===== src/rtl/dcache_writeback_pkg.sv =====
// Shared data-cache package: geometry constants, writeback burst length and
// the writeback engine state encoding.
package dcache_writeback_pkg;

  localparam int unsigned Dcacheline_len    = 8;
  localparam int unsigned Dcache_way_num    = 2;
  localparam int unsigned Dcache_index_bits = 6;

  localparam logic [7:0] DCACHE_WB_BURST_LEN = 8'(Dcacheline_len - 1);

  typedef enum logic [2:0] {
    WB_IDLE,
    WB_RD,
    WB_CAP,
    WB_AW,
    WB_W,
    WB_B
  } dcache_wb_state_t;

endpackage


===== src/rtl/dcache_wb_linebuf.sv =====
// Victim line buffer: captures one way of a data-array read and presents
// the selected word to the write channel.
module dcache_wb_linebuf #(
  parameter int unsigned LINE_WORDS = 8,
  parameter int unsigned WAY_NUM    = 2,
  localparam int unsigned WAY_W     = (WAY_NUM > 1) ? $clog2(WAY_NUM) : 1,
  localparam int unsigned CNT_W     = (LINE_WORDS > 1) ? $clog2(LINE_WORDS) : 1
) (
  input  logic                             clk,
  input  logic                             cap_en,
  input  logic [WAY_W-1:0]                 cap_way,
  input  logic [32*LINE_WORDS*WAY_NUM-1:0] rdata,
  input  logic [CNT_W-1:0]                 word_sel,
  output logic [31:0]                      word
);

  logic [31:0] line_q [LINE_WORDS];

  // Contents only change on capture, so stalled beats see a stable line.
  always_ff @(posedge clk) begin
    if (cap_en) begin
      for (int unsigned i = 0; i < LINE_WORDS; i++) begin
        line_q[i] <= rdata[(LINE_WORDS * 32'(cap_way) + i) * 32 +: 32];
      end
    end
  end

  assign word = line_q[word_sel];

endmodule


===== src/rtl/dcache_writeback.sv =====
// Data-cache victim writeback engine: reads a line from the data array and
// writes it out as one AXI-style burst. Optional DCACHE_WB_EARLY_DONE_EN.
module dcache_writeback
  import dcache_writeback_pkg::*;
#(
  parameter int unsigned LINE_WORDS = Dcacheline_len,
  parameter int unsigned WAY_NUM    = Dcache_way_num,
  parameter int unsigned INDEX_BITS = Dcache_index_bits,
  localparam int unsigned WAY_W     = (WAY_NUM > 1) ? $clog2(WAY_NUM) : 1
) (
  input  logic                             clk,
  input  logic                             reset,
  input  logic                             wb_valid,
  output logic                             wb_ready,
  input  logic [INDEX_BITS-1:0]            wb_index,
  input  logic [WAY_W-1:0]                 wb_way,
  input  logic [31:0]                      wb_addr,
  output logic [INDEX_BITS-1:0]            bram_raddr,
  input  logic [32*LINE_WORDS*WAY_NUM-1:0] bram_rdata,
  output logic                             aw_valid,
  input  logic                             aw_ready,
  output logic [31:0]                      aw_addr,
  output logic [7:0]                       aw_len,
  output logic                             w_valid,
  input  logic                             w_ready,
  output logic [31:0]                      w_data,
  output logic [3:0]                       w_strb,
  output logic                             w_last,
  input  logic                             b_valid,
  output logic                             b_ready,
  output logic                             wb_done
);

  localparam int unsigned CNT_W     = (LINE_WORDS > 1) ? $clog2(LINE_WORDS) : 1;
  localparam int unsigned OFF_W     = $clog2(4 * LINE_WORDS);
  localparam logic [31:0] ADDR_MASK = ~((32'd1 << OFF_W) - 32'd1);
  localparam logic [CNT_W-1:0] LAST_WORD = CNT_W'(LINE_WORDS - 1);

  dcache_wb_state_t state, state_nxt;

  logic [INDEX_BITS-1:0] idx_q;
  logic [WAY_W-1:0]      way_q;
  logic [31:0]           addr_q;
  logic [CNT_W-1:0]      word_cnt;
  logic                  cap_en;

  always_ff @(posedge clk) begin
    if (reset) state <= WB_IDLE;
    else       state <= state_nxt;
  end

  always_ff @(posedge clk) begin
    if (reset) begin
      word_cnt <= '0;
    end else begin
      if (state == WB_IDLE && wb_valid) begin
        idx_q  <= wb_index;
        way_q  <= wb_way;
        addr_q <= wb_addr;
      end
      // Counter parks at the last word; leaving W clears it for the next burst.
      if (state != WB_W)
        word_cnt <= '0;
      else if (w_ready && word_cnt != LAST_WORD)
        word_cnt <= word_cnt + 1'b1;
    end
  end

  always_comb begin
    state_nxt  = state;
    wb_ready   = 1'b0;
    aw_valid   = 1'b0;
    w_valid    = 1'b0;
    w_last     = 1'b0;
    b_ready    = 1'b0;
    cap_en     = 1'b0;
    bram_raddr = idx_q;
    case (state)
      WB_IDLE: begin
        wb_ready   = 1'b1;
        bram_raddr = wb_index;
        if (wb_valid) state_nxt = WB_RD;
      end
      WB_RD:  state_nxt = WB_CAP;
      WB_CAP: begin
        cap_en    = 1'b1;
        state_nxt = WB_AW;
      end
      WB_AW: begin
        aw_valid = 1'b1;
        if (aw_ready) state_nxt = WB_W;
      end
      WB_W: begin
        w_valid = 1'b1;
        w_last  = (word_cnt == LAST_WORD);
        if (w_ready && w_last) state_nxt = WB_B;
      end
      WB_B: begin
        b_ready = 1'b1;
        if (b_valid) state_nxt = WB_IDLE;
      end
      default: state_nxt = WB_IDLE;
    endcase
    // Reset kills every handshake in the same cycle, not just after the edge.
    if (reset) begin
      wb_ready  = 1'b0;
      aw_valid  = 1'b0;
      w_valid   = 1'b0;
      w_last    = 1'b0;
      b_ready   = 1'b0;
      cap_en    = 1'b0;
      state_nxt = WB_IDLE;
    end
  end

  assign aw_addr = addr_q & ADDR_MASK;
  assign aw_len  = 8'(LINE_WORDS - 1);
  assign w_strb  = 4'hF;

`ifdef DCACHE_WB_EARLY_DONE_EN
  assign wb_done = w_valid && w_ready && w_last;
`else
  logic done_q;

  always_ff @(posedge clk) begin
    if (reset) done_q <= 1'b0;
    else       done_q <= (state == WB_B) && b_valid;
  end

  assign wb_done = done_q && !reset;
`endif

  dcache_wb_linebuf #(
    .LINE_WORDS (LINE_WORDS),
    .WAY_NUM    (WAY_NUM)
  ) u_linebuf (
    .clk      (clk),
    .cap_en   (cap_en),
    .cap_way  (way_q),
    .rdata    (bram_rdata),
    .word_sel (word_cnt),
    .word     (w_data)
  );

endmodule


===== config.mk =====
export PLATFORM = sky130hd
export DESIGN_NAME = dcache_writeback
export DESIGN_NICKNAME = d
export VERILOG_FILES = /design/src/rtl/dcache_writeback_pkg.sv /design/src/rtl/dcache_wb_linebuf.sv /design/src/rtl/dcache_writeback.sv
export SDC_FILE = /design/constraint.sdc
export NUM_CORES = 1
export LEC_CHECK = 0
export ABC_AREA = 1
export BUFFER_PORTS_ARGS = -buffer_cell sky130_fd_sc_hd__buf_2
export CAP_MARGIN = 20
export CELL_PAD_IN_SITES_DETAIL_PLACEMENT = 1
export CELL_PAD_IN_SITES_GLOBAL_PLACEMENT = 1
export CORE_AREA = 8 8 247 249
export CTS_BUF_LIST = sky130_fd_sc_hd__clkbuf_8
export CTS_CLUSTER_DIAMETER = 100
export CTS_CLUSTER_SIZE = 24
export DETAILED_ROUTE_END_ITERATION = 8
export DIE_AREA = 0 0 255 257
export PLACE_DENSITY = 0.75
export SLEW_MARGIN = 30
export SYNTH_ARGS = -nofsm -noshare
export SYNTH_HDL_FRONTEND = slang
export SYNTH_HIERARCHICAL = 1
export SYNTH_SLANG_ARGS = --single-unit

===== constraint.sdc =====
create_clock -name clk -period 27.6 [get_ports clk]
set_clock_uncertainty 0.1 [all_clocks]
set_input_delay 0 -clock clk [delete_from_list [all_inputs] [get_ports clk]]
set_output_delay 0 -clock clk [all_outputs]
set_load 0.01 [all_outputs]

==> flow_summary.toml, run 1 <==
[floorplan]
io_pins = 645
start_util_pct = 28.07
rows = 88
die_w_um = 255
die_h_um = 257

[outcome]
toolErrorMsg = "[ERROR RSZ-0060] Max buffer count reached."
stop_stage = "clock tree synthesis (4_1_cts)"
status = "stopped before the end"

[yosys]
ys_ff_latch = 297
synth_cells = 1514
syn_area_sq_um = 16010
ys_seq_area_share_pct = 55.28
synth_warnings = 6
synthDistinctLibCells = 26
syn_area_per_cell_sq_um = 10.57

[clocking]
cts_setup_buffers = 0
htreeDepth = 1
max-clock-path-buffers = 3
cts.sinks = 297
cts_root_buffer = "clkbuf_8"
numCtsBuffers = 17
cts_resized = 0
hold_buffers = 573

[place]
place_congestion = 0.8752
dpl_cell_area_sq_um = 19520
post-place-cells = 2834
io_buffer_count = 622
hpwl_um = 40260
synth_stat cells (all sizes together):
master	instances	area (sq um)
a21oi	4	20.02
conb	2	7.510
nor3	3	15.01
nand4	1	6.260
mux2	262	2950
nor2	12	62.56
o21ai	1	5.000
xor2	1	8.760
ha	2	25.02
dfxtp	7	140.1
clkbuf	9	33.78
nand2	431	1628
o21bai	1	7.510
inv	271	1017
edfxtp	290	8708
nand3	133	670.6
buf	84	701.9
cell families after synthesis:
kind of cell / Yosys count / share of synthesized area (%)
AOI/OAI and AO/OA: 6 / 0.2032
and+or+nand+nor: 580 / 14.88
buffers and inverters: 364 / 10.95
muxes: 262 / 18.43
xor gates and xnor gates: 1 / 0.05472
other: 2 / 0.04691
adders and majority gates: 2 / 0.1563
DFF: 297 / 55.28
metrics by stage:
step                      hold WS (ns)  worst slack, ns
after floorplan               -0.06195            8.518
after global placement         0.07830            24.14
after detailed placement       0.07878            23.98
==> inputs of run 2 (changes only) <==
- CELL_PAD_IN_SITES_DETAIL_PLACEMENT: 1 -> default
- CELL_PAD_IN_SITES_GLOBAL_PLACEMENT: 1 -> default
- CORE_AREA: 8 8 247 249 -> 8 8 244 246
- CTS_BUF_LIST: sky130_fd_sc_hd__clkbuf_8 -> default
- CTS_CLUSTER_DIAMETER: 100 -> default
- CTS_CLUSTER_SIZE: 24 -> default
- DIE_AREA: 0 0 255 257 -> 0 0 252 254
- PLACE_DENSITY: 0.75 -> default
- PLACE_DENSITY_LB_ADDON: default -> 0.15
==> run 2 against run 1 <==
The run now ends clean. Synthesized cell count unchanged. Synthesized area unchanged.
==> flow_summary.toml, run 2 <==
[yosys]
synth_area_leader_cell = "edfxtp_1"
synth_area_leaders = "edfxtp_1, mux2_2, nand2_1"
syn_area_sq_um = 16010
synthDistinctLibCells = 26
synth_top_area_share_pct = 54.40
ys_async_sr_fraction_pct = 0
synth_edf_count = 290
synth_warnings = 6
synth_top_flop_cell = "edfxtp_1"
synth_cells = 1514
synth.most_common_cell = "nand2_1"
syn_area_per_cell_sq_um = 10.57
ys_ff_latch = 297
synth_common_cells = "nand2_1, edfxtp_1, inv_1, mux2_2, nand3_1"
ys_seq_area_share_pct = 55.28

[sta]
finalMaxSlewViolations = 0
min_period_over_period_pct = 12.24
timing.final.ws_setup_ns = 24.22
fin_tns_setup_ns = 0
finalHoldViolations = 0
worstMarginPinSlew_ns = 0.9226
setup_viol = 0
rsz0062_at_grt = "false"
fmax_ghz = 0.2960
hold_slack_ns = 0.05413
slew_headroom_pct = 38.49
fin_crit_ns = 3.378

[cells_and_area]
design_area_sq_um = 26420
max_flop_register = "u_linebuf/line_q"
top_regs = "u_linebuf/line_q: 256 flops, addr_q: 27 flops, idx_q: 6 flops"
seq_area_sq_um = 8857
final_common_cell = "buf_2"
final_cell_mix = "buf_2, dlygate4sd3_1, nand2_1"
fill_cells = 5180
largest_reg_flops = 256
multi_input_area_sq_um = 5473
syn2layout_area_growth_pct = 65.06
drive_above_1_share_pct = 36.09
nNetsFinal = 3226

[outcome]
status = "finished, final reports clean"

[drt]
dr.pass1.iters = 6
antenna_left = 0
routed_wl_um = 59440
wl_per_cell_um = 17.21
vias = 14500
viasPerCell = 4.199
drc = 0
drtIter0Drc = 752

[floorplan]
rows = 87
io_pins = 645
start_util_pct = 28.72
die_h_um = 254
die_area_sq_um = 64010
core-area_sq_um = 55730
die_w_um = 252

[setup_path]
critPathMaxFanout = 74
cp-end-kind = "flip-flop"
regToRegStartpoint = "word_cnt[0]$_SDFFE_PN0P_"
path_class = "flip-flop to flip-flop"
r2r-end = "state[2]$_SDFFE_PP0P_"
regToRegSetupSlack_ns = 24.22
worst_ep_arrival_time_ns = 3.72
required_ns = 27.94
worstSetupStartpointType = "flip-flop"
worstRegToRegCells = 10

[grt]
grt_max_degree = 91
grt_usage_pct = 17.69
grt_pass1_wl_um = 88430
grt_pass1_vias = 15820
overflow = 0
antenna_found_initial = 2

[clocking]
cts_resized = 0
cts.sinks = 297
clk_latency_ns = 0.55
numCtsBuffers = 38
max-clock-path-buffers = 3
cts_root_buffer = "clkbuf_16"
cts_tree = "done"
cts_setup_buffers = 0
path_clk_slew_ns = 0.06
htreeDepth = 2

[min_path]
whs_path_depth = 2
hold_path.class = "input port to flip-flop"
worstHoldStart = "wb_addr[11]"
hold_end = "addr_q[11]$_DFFE_PP_"

[power]
power_frac_comb_pct = 24.7
vdd_drop_max_mv = 0.04311
p_int_mw = 1.085
sequentialPowerShare_pct = 39.7
swShare_pct = 26.24
p_per_area_nw_per_um2 = 55.66
leakage_nw = 12.12
p_sw_mw = 0.3859
pwr-share-clk_pct = 35.7
total_power_mw = 1.471

[place]
dpl_cell_area_sq_um = 19540
io_buffer_count = 622
place_congestion = 0.8796
post-place-ws_ns = 24.19
hpwl_um = 41020

[run]
drv_cap = 0
-- run 2: cell counts after synthesis --
Identical to the previous run, type by type.
-- run 2: layout make-up --
| class | instances | share of cell area [%] |
|---|---|---|
| timing repair buffer | 1191 | 33.34 |
| tap | 756 | 3.580 |
| clock buffer | 47 | 3.807 |
| antenna | 1 | 0.009471 |
| sequential | 297 | 33.52 |
| inverter | 271 | 3.864 |
| multi-input combinational | 868 | 20.71 |
| clock inverter | 22 | 1.170 |
-- run 2: what timing repair did --
item	CTS	global route
hold endpoints to repair	297	0
hold buffers	553	0
setup endpoints to repair	0	0
-- run 2: power groups by stage --
stage / registers, mW / clock network, mW / logic (mW)
2_1_floorplan: 0.627 / 0 / 0.170
3_3_place_gp: 0.592 / 0 / 0.274
3_5_place_dp: 0.593 / 0 / 0.276
4_1_cts: 0.584 / 0.541 / 0.366
5_1_grt: 0.588 / 0.555 / 0.400
6_report: 0.583 / 0.524 / 0.363
-- run 2: routing by layer --
layer	up-vias	wire, um	track usage, %	part of all wire, %
met2	447	29930	31.61	50
met4	0	1416	5.290	2.4
met1	6748	24380	21.09	41
met3	79	3712	3.896	6.2
li1	7224	-	-	-
met5	-	0	0	0
-- run 2: worst max-delay path by stage --
stage               slack [ns]                startpoint                                 to
floorplan                 8.52     state[1]$_SDFFE_PP0P_   u_linebuf/line_q[0][0]$_DFFE_PP_
global placement         23.96     state[2]$_SDFFE_PP0P_  u_linebuf/line_q[0][13]$_DFFE_PP_
detailed placement       24.19     state[2]$_SDFFE_PP0P_  u_linebuf/line_q[0][13]$_DFFE_PP_
CTS                      24.17     state[2]$_SDFFE_PP0P_  u_linebuf/line_q[0][15]$_DFFE_PP_
global route             23.92     state[2]$_SDFFE_PP0P_  u_linebuf/line_q[0][15]$_DFFE_PP_
finish                   24.22  word_cnt[0]$_SDFFE_PN0P_              state[2]$_SDFFE_PP0P_
-- run 2: critical path, cell delays in order (launching register included) --
cell           delay, ns
dfxtp_4             0.35
buf_4               0.59
buf_4               0.81
ha_1                0.27
ha_1                0.16
nand2_1             0.06
nand3_1             0.07
nand2_1             0.06
nor2_2              0.12
a21oi_1             0.08
dlygate4sd3_1       0.55
-- run 2: cells by family after synthesis --
kind of cell             Yosys count  share of synthesized area [%]
AND/OR/NAND/NOR                  580                          14.88
flip-flops                       297                          55.28
XOR/XNOR                           1                        0.05472
AO/OA/AOI/OAI                      6                         0.2032
multiplexers                     262                          18.43
other                              2                        0.04691
adder cells (fa/ha/maj)            2                         0.1563
buffers and inverters            364                          10.95
-- run 2: stage by stage --
| step | cells | util, % |
|---|---|---|
| detailed placement | 2829 | 35.05 |
| floorplan | 1529 | - |
| global route | 3452 | 47.40 |
| finish | 3453 | 47.41 |
| global placement | 2828 | 35.01 |
| CTS | 3451 | 47.34 |
(Power assumes the default switching activity.)
